$ cat src/rtl/ps2_pkg.sv
`default_nettype none
// ============================================================================
//  Module      : ps2_pkg
//  Description : Shared PS/2 definitions: receive FSM state encoding, frame
//                length and the scancode prefixes used by the keyboard path.
//  Revision    : 1.0 - initial release
// ============================================================================
package ps2_pkg;

   typedef enum logic [1:0] {
      ST_IDLE   = 2'd0,
      ST_DATA   = 2'd1,
      ST_PARITY = 2'd2,
      ST_STOP   = 2'd3
   } ps2_state_t;

   localparam int         PS2_FRAME_BITS  = 11;
   localparam logic [7:0] PS2_BREAK_CODE  = 8'hF0;
   localparam logic [7:0] PS2_EXT_CODE    = 8'hE0;

   // Odd parity holds when data bits plus the parity bit contain an odd number of ones.
   function automatic logic odd_parity_ok(input logic [7:0] data, input logic p);
      return ^{data, p};
   endfunction

endpackage
`default_nettype wire

$ cat src/rtl/ps2_filter.sv
`default_nettype none
// ============================================================================
//  Module      : ps2_filter
//  Description : Two-flop synchroniser followed by a run-length filter. The
//                output follows the input only after LEN consecutive
//                synchronised samples disagree with it. Resets to 1 (idle).
//  Revision    : 1.0 - initial release
// ============================================================================
module ps2_filter #(
   parameter int LEN = 8
) (
   input  logic clk,
   input  logic reset,
   input  logic din,
   output logic dout
);

   localparam int            CW      = (LEN > 1) ? $clog2(LEN) : 1;
   localparam logic [CW-1:0] CNT_MAX = CW'(LEN - 1);

   logic          sync1;
   logic          sync2;
   logic [CW-1:0] run_cnt;
   logic          filt;

   // Bring the asynchronous pin into the clk domain.
   always_ff @(posedge clk or posedge reset) begin
      if (reset) begin
         sync1 <= 1'b1;
         sync2 <= 1'b1;
      end else begin
         sync1 <= din;
         sync2 <= sync1;
      end
   end

   // Count consecutive disagreeing samples; flip the output on the LEN-th one.
   always_ff @(posedge clk or posedge reset) begin
      if (reset) begin
         run_cnt <= '0;
         filt    <= 1'b1;
      end else if (sync2 == filt) begin
         run_cnt <= '0;
      end else if (run_cnt == CNT_MAX) begin
         run_cnt <= '0;
         filt    <= sync2;
      end else begin
         run_cnt <= run_cnt + CW'(1);
      end
   end

   assign dout = filt;

endmodule
`default_nettype wire

$ cat src/rtl/ps2_receiver.sv
`default_nettype none
// ============================================================================
//  Module      : ps2_receiver
//  Description : PS/2 device-to-host receiver. Filters the raw pins, detects
//                falling edges of the filtered clock, deserialises 11-bit
//                frames and reports a scancode or a parity/frame error.
//  Revision    : 1.0 - initial release
// ============================================================================
module ps2_receiver
   import ps2_pkg::*;
#(
   parameter int FILTER_LEN = 8,
   parameter int TIMEOUT    = 100000
) (
   input  logic       clk,
   input  logic       reset,
   input  logic       ps2_clk,
   input  logic       ps2_data,
   output logic [7:0] scancode,
   output logic       newdata,
   output logic       parity_err,
   output logic       frame_err
);

   localparam int            TW   = $clog2(TIMEOUT);
   localparam logic [TW-1:0] TERM = TW'(TIMEOUT - 1);

   logic          clk_f;
   logic          data_f;
   logic          clk_f_d;
   logic          fall;
   logic          timeout_hit;

   ps2_state_t    state, state_nx;
   logic [2:0]    bitcnt, bitcnt_nx;
   logic [7:0]    shreg, shreg_nx;
   logic          par, par_nx;
   logic [TW-1:0] to_cnt, to_cnt_nx;

   logic          newdata_nx;
   logic          perr_nx;
   logic          ferr_nx;

   ps2_filter #(.LEN(FILTER_LEN)) u_clk_filter (
      .clk   (clk),
      .reset (reset),
      .din   (ps2_clk),
      .dout  (clk_f)
   );

   ps2_filter #(.LEN(FILTER_LEN)) u_data_filter (
      .clk   (clk),
      .reset (reset),
      .din   (ps2_data),
      .dout  (data_f)
   );

   // Delay the filtered clock by one cycle to find its falling edge.
   always_ff @(posedge clk or posedge reset) begin
      if (reset) clk_f_d <= 1'b1;
      else       clk_f_d <= clk_f;
   end

   assign fall = clk_f_d & ~clk_f;

   // A fall in the terminal-count cycle wins, so the frame keeps going.
   assign timeout_hit = (state != ST_IDLE) && !fall && (to_cnt == TERM);

   // State register together with the frame datapath registers.
   always_ff @(posedge clk or posedge reset) begin
      if (reset) begin
         state  <= ST_IDLE;
         bitcnt <= 3'd0;
         shreg  <= 8'h00;
         par    <= 1'b0;
         to_cnt <= '0;
      end else begin
         state  <= state_nx;
         bitcnt <= bitcnt_nx;
         shreg  <= shreg_nx;
         par    <= par_nx;
         to_cnt <= to_cnt_nx;
      end
   end

   // Next-state logic: frame sequencing on each fall plus the inactivity timer.
   always_comb begin
      state_nx  = state;
      bitcnt_nx = bitcnt;
      shreg_nx  = shreg;
      par_nx    = par;
      to_cnt_nx = to_cnt;

      if (state == ST_IDLE || fall) begin
         to_cnt_nx = '0;
      end else if (timeout_hit) begin
         to_cnt_nx = '0;
         state_nx  = ST_IDLE;
         shreg_nx  = 8'h00;
      end else begin
         to_cnt_nx = to_cnt + TW'(1);
      end

      if (fall) begin
         case (state)
            ST_IDLE: begin
               if (!data_f) begin
                  state_nx  = ST_DATA;
                  bitcnt_nx = 3'd0;
               end
            end
            ST_DATA: begin
               shreg_nx = {data_f, shreg[7:1]};
               if (bitcnt == 3'd7) state_nx = ST_PARITY;
               else                bitcnt_nx = bitcnt + 3'd1;
            end
            ST_PARITY: begin
               par_nx   = data_f;
               state_nx = ST_STOP;
            end
            default: begin
               state_nx = ST_IDLE;
            end
         endcase
      end
   end

   // Output decode: choose at most one strobe for the frame being closed.
   always_comb begin
      newdata_nx = 1'b0;
      perr_nx    = 1'b0;
      ferr_nx    = 1'b0;
      if (timeout_hit) begin
         ferr_nx = 1'b1;
      end else if (fall && state == ST_STOP) begin
         if (!data_f)                         ferr_nx    = 1'b1;
         else if (!odd_parity_ok(shreg, par)) perr_nx    = 1'b1;
         else                                 newdata_nx = 1'b1;
      end
   end

   // Registered outputs; scancode only moves on a good frame.
   always_ff @(posedge clk or posedge reset) begin
      if (reset) begin
         scancode   <= 8'h00;
         newdata    <= 1'b0;
         parity_err <= 1'b0;
         frame_err  <= 1'b0;
      end else begin
         newdata    <= newdata_nx;
         parity_err <= perr_nx;
         frame_err  <= ferr_nx;
         if (newdata_nx) scancode <= shreg;
      end
   end

endmodule
`default_nettype wire

$ cat config.mk
export PLATFORM = sky130hd
export DESIGN_NAME = ps2_receiver
export DESIGN_NICKNAME = d
export VERILOG_FILES = /design/src/rtl/ps2_pkg.sv /design/src/rtl/ps2_filter.sv /design/src/rtl/ps2_receiver.sv
export SDC_FILE = /design/constraint.sdc
export NUM_CORES = 1
export LEC_CHECK = 0
export CORE_UTILIZATION = 67
export DETAILED_ROUTE_END_ITERATION = 8
export DONT_BUFFER_PORTS = 1
export GPL_TIMING_DRIVEN = 0
export PLACE_DENSITY = 0.94
export SYNTH_ARGS = -nofsm -noshare
export SYNTH_HDL_FRONTEND = slang
export SYNTH_SLANG_ARGS = --single-unit
$ cat constraint.sdc
create_clock -name clk -period 5.28 [get_ports clk]
set_input_delay 1.32 -clock clk [delete_from_list [all_inputs] [get_ports clk]]
set_output_delay 1.32 -clock clk [all_outputs]
set_load 0.01 [all_outputs]
# Word level (Yosys, flattened, before mapping)
# Cells that the tools add are included.
[totals] in_bits=4 word_cells=80 out_inout_bits=11 regBits=55
[op_classes] mux=30 bitwise=4 addsub=4 reduce_logical=13 eq_ne=11
[ops] cell="2-to-1 mux 17 bit" n=2
[ops] cell="2-to-1 mux 8 bit" n=4
[ops] cell="2-to-1 mux 3 bit" n=6
[ops] cell="adder 17 x 1 -> 17 bit, second input constant" n=1
[ops] cell="== test 17 bit, second input constant" n=1
[ops] cell="2-to-1 mux 1 bit" n=11
[ops] cell="2-to-1 mux 2 bit" n=5
[ops] cell="adder 3 x 1 -> 3 bit, second input constant" n=3
[ops] cell="== test 3 bit, second input constant" n=3
[ops] cell="XOR reduction 9 bit" n=1
[ops] cell="case mux 2 bit (3 select lines)" n=1
[ops] cell="case mux 3 bit (2 select lines)" n=1
[ops] cell="AND reduction 2 bit" n=3
[ops] cell="== test 2 bit, second input constant" n=2
[ops] cell="inequality test 2 bit, second input constant" n=2
[ops] cell="AND reduction 4 bit" n=1
[ops] cell="nonzero test 2 bit" n=2
[ops] cell="logical AND 1 bit" n=3
[ops] cell="NOT 1 bit" n=3
[ops] cell="== test 1 bit" n=2
[ops] cell="== test 2 x 1 -> 1 bit, second input constant" n=1
[ops] cell="logical NOT 2 bit" n=1
[ops] cell="AND 1 bit" n=1
[ops] cell="logical NOT 1 bit" n=1
[ops] cell="logical OR 1 bit" n=1

# Longest topological paths before layout
[logic_depth] ltp_word=10 ltp_mapped=7 mapped_depth_nobuf=5

# Modules after synthesis
# A second synthesis with hierarchy kept.
[unflattened] cells_unflattened=222 area_unflattened_um2=2561.2
[modules_own_cells] module="ps2_receiver" seq_area_each_um2=1077.3 cells_each=194 n_inst=1 area_each_um2=2105.8
[modules_own_cells] module="ps2_filter" seq_area_each_um2=153.9 cells_each=14 n_inst=2 area_each_um2=227.7

# Worst setup path after synthesis
# Ideal clock, no wire load.
[synth_path] path_kind="reg2reg" start="reg shreg[6]" end="reg scancode[0]" arrival_ns=1.875 stages_incl_launch_ff=5 setup_time_ns=0.125 n_path_buf=0 synth_period_minus_slack_ns=2.000 slack_ns=3.280 required_time_ns=5.155 cell_sequence="dfrtp_1 xor3_4 or3_1 mux2i_4 mux2_2"
[synth_via] elab_chain_cells=5
[synth_lines] item="start, declared" line="ps2_receiver.sv:36" rtl="logic [7:0] shreg, shreg_nx;"
[synth_lines] item="start signal, assigned" line="ps2_receiver.sv:80" rtl="shreg <= shreg_nx;"
[synth_lines] item="XOR reduction 9 bit" line="ps2_pkg.sv:23" rtl="return ^{data, p};"
[synth_lines] item="2-to-1 mux 1 bit" line="ps2_receiver.sv:137" rtl="else if (!odd_parity_ok(shreg, par)) perr_nx = 1'b1;"
[synth_lines] item="2-to-1 mux 1 bit" line="ps2_receiver.sv:136" rtl="if (!data_f) ferr_nx = 1'b1;"
[synth_lines] item="2-to-1 mux 1 bit" line="ps2_receiver.sv:135" rtl="end else if (fall && state == ST_STOP) begin"
[synth_lines] item="2-to-1 mux 1 bit" line="ps2_receiver.sv:133" rtl="if (timeout_hit) begin"
[synth_lines] item="via newdata_nx" line="ps2_receiver.sv:40" rtl="logic newdata_nx;"
[synth_lines] item="end signal, assigned" line="ps2_receiver.sv:153" rtl="if (newdata_nx) scancode <= shreg;"
[synth_lines] item="end, declared" line="ps2_receiver.sv:19" rtl="output logic [7:0] scancode,"
# The timed path passes the listed nets, and every way through them passes these cells.
# A chain may end at the register's enable or synchronous reset.

# Worst setup path in the final report
[layout_path] start="reg shreg[6]" end="reg scancode[1]"
# Same word-level chain as after synthesis.

==> run summary <==
Worst hold start - u_data_filter.sync1
Largest net degree at the start of global routing - 46
Prevailing post-synth register cell - dfrtp_1
Most Crowded Layer GR - met2
Clock skew - 0.00997 ns
# Post-CTS Setup Buffers - 0
Met1 usage - 35.2%
Synth warnings - 0
DP Area - 0.00272 mm²
Post-DR vias/cell - 6.17
Post-Synth Simple-Gate Area - 20.2%
Final Hold Fails - 0
Iter 0 DRT Violations - 101
Vias in the first global route - 1817
Clk network pwr share - 18.2%
GR Overflow Total - 0
Starting density of the core - 71.1%
Synth Area in Adders - 3.31%
Max Cap Viol - 0
Compound-Gate Fraction of Synth Area - 7.86%
R2R Path Start - shreg[6]
TritonCTS clock tree - done
Initial antenna violation count - 0
Hold Slack - 0.362 ns
I/O pin total - 15
Crit-path cells - xor3_4 -> or3_1 -> mux2i_4 -> mux2_2
Num Clock Sinks - 55
Synth Register Bits - 55
Kind of critical path - flip-flop to flip-flop
Met3 Track Usage GR - 7.39%
Final worst slack - 3.12 ns
Total CTS buffers - 5
Hold WC Path Type - flip-flop to flip-flop
Clock H-tree levels - 2
Most frequent cells in the layout - 48 x dfrtp_1, 18 x nor2_1, 15 x nand3_1
Worst-Margin Slew - 0.508 ns
Finished Layout Cells - 297
Wire per inst - 15.8 µm
Slew Limit Fails - 0
Post-route DRC - 0
Overall power - 1.21 mW
Setup TNS - 0 ns
Post-Syn Instances - 240
Run status - completed
Power density cells - 431 mW/mm²
First-pass GRT wire length - 8030 µm
Hold EP - u_data_filter.sync2
Clock tree root buffer cell - clkbuf_8
Post-synthesis cell type count - 36
Net switching power - 415 µW
Number of enable-type register cells in the synthesized netlist - 0
Post-cts gate resize count - 0
Reg2reg path depth - 4
Fin crit period - 2.16 ns
Final HPWL DP - 3210 µm
Antenna diode instance count - 0
Clk Latency, worst-skew pair - 0.31 ns
Die ar. - 0.00420 mm²
I/O Buffers - 0
Clock tree buffer depth - 2
RSZ-0062 raised after global routing - no
Synthesized area - 0.00264 mm²
Mux cell area share after synthesis - 5.54%
Final setup violation count - 0
Total Wirelength - 4690 µm
Critical Path Fanout Max - 9
Slowest CP cell - xor3_4
Maximum vdd drop - 0.279 mV
Cell Count Post-Placement - 289
CP peak stage delay - 0.53 ns
Layout cell share with drive strength beyond 1 - 13.3%
Die Span X - 64.8 µm
Crit path DAT - 2.35 ns
Utilization after layout - 75.6%
Leakage power - 1.21 nW
Vias post-DR - 1833
Max-slew headroom - 66.1%
Cell area after layout - 0.00281 mm²
GP Congestion - 0.866
Fin crit share - 40.8%
Synth Area per Inst - 11.0 µm²
R2r endpoint - scancode[1]
Number of iterations in the first detailed-routing pass - 4
Hold_buf cts - 0
Synthesized-area fraction occupied by xor and xnor cells - 8.19%
Worst Setup Start Kind - flip-flop
Switching share of power - 34.3%
Worst R2R Setup Slack - 3.12 ns
Synthesized net count - 251
Req. time, crit path - 5.47 ns
Area Overhead vs Synth - 6.25%
FMAX - 0.464 GHz
Die height - 64.8 µm
Core ar. - 0.00372 mm²
Std cell rows - 22
GRT Util Overall - 25.4%
Dpl ws - 3.10 ns
Power Internal - 795 µW
Largest family of logic cells by synthesized area - simple AND/OR/NAND/NOR gates
Layout net count - 259
Sequential share of the synthesized area - 52.4%
M2 GR Usage - 38.5%
Antenna-violating nets left - 0
Ys async rst share - 100%
Combinational power share - 35.2%
Crit. End Element - flip-flop
Worst-path clk slew - 0.09 ns
Most common cell after layout, fill and taps aside - dfrtp_1
Seq pwr share - 46.6%
Hold depth - 0
[layout make-up]
cell class                 instances  area [µm²]
clock buffer                       6        72.6
tap                               48        60.1
clock inverter                     2        12.5
timing repair buffer               1        20.0
inverter                           5        18.8
sequential                        55        1390
fill                             242         907
buffer                            13        48.8
multi-input combinational        167        1190
[layer usage]
| metal | up-vias | part of all wire (%) | wire (µm) |
|---|---|---|---|
| met3 | 6 | 6.0 | 282 |
| met4 | 0 | 1.1 | 51 |
| met5 | - | 0 | 0 |
| li1 | 866 | - | - |
| met2 | 57 | 47 | 2210 |
| met1 | 904 | 46 | 2140 |
[how the worst max path moves through the flow]
stage                        start          end  cells past startpoint
after CTS                 shreg[6]  scancode[1]                      4
after detailed placement  shreg[6]  scancode[5]                      4
after global placement       reset  scancode[1]                      1
final                     shreg[6]  scancode[1]                      4
after floorplan              reset    bitcnt[0]                      1
after global routing      state[0]  scancode[2]                      5
[critical path, delay by kind of cell, from the launching register on]
| family | cells | cell delay, ns |
|---|---|---|
| muxes | 2 | 0.72 |
| DFF | 1 | 0.42 |
| and+or+nand+nor | 1 | 0.36 |
| xor gates and xnor gates | 1 | 0.53 |
[registers in the layout, indices dropped and copies added, names as in the netlist, 2 cells and up]
name                   cells
bitcnt                     3
scancode                   8
shreg                      8
state                      2
to_cnt                    17
u_clk_filter.run_cnt       3
u_data_filter.run_cnt      3
[Yosys cell counts (9+ instances only)]
master	instances	share of area (%)
a311o_1	9	3.4
clkbuf_1	12	1.7
xnor2_1	14	4.6
nor3_1	10	1.9
mux2_2	11	4.7
dfrtp_1	48	45
nand2b_1	9	2.1
a21oi_1	12	2.3
nand2_1	11	1.6
nor2_1	18	2.6
nand3_1	15	2.8
[cells by family after synthesis]
family,after synthesis
compound gates,29
xor+xnor,21
fa+ha+maj,7
buf+inv,18
flops,55
mux,12
simple gates,98
[power groups by stage]
stage	Clock (mW)	Combinational, mW	Sequential (mW)
after detailed placement	0	0.419	0.574
after floorplan	0	0.350	0.554
final	0.220	0.426	0.564
after global routing	0.246	0.473	0.577
after global placement	0	0.403	0.568
after CTS	0.225	0.423	0.564
Note: power is estimated with default switching activity, not from simulation.
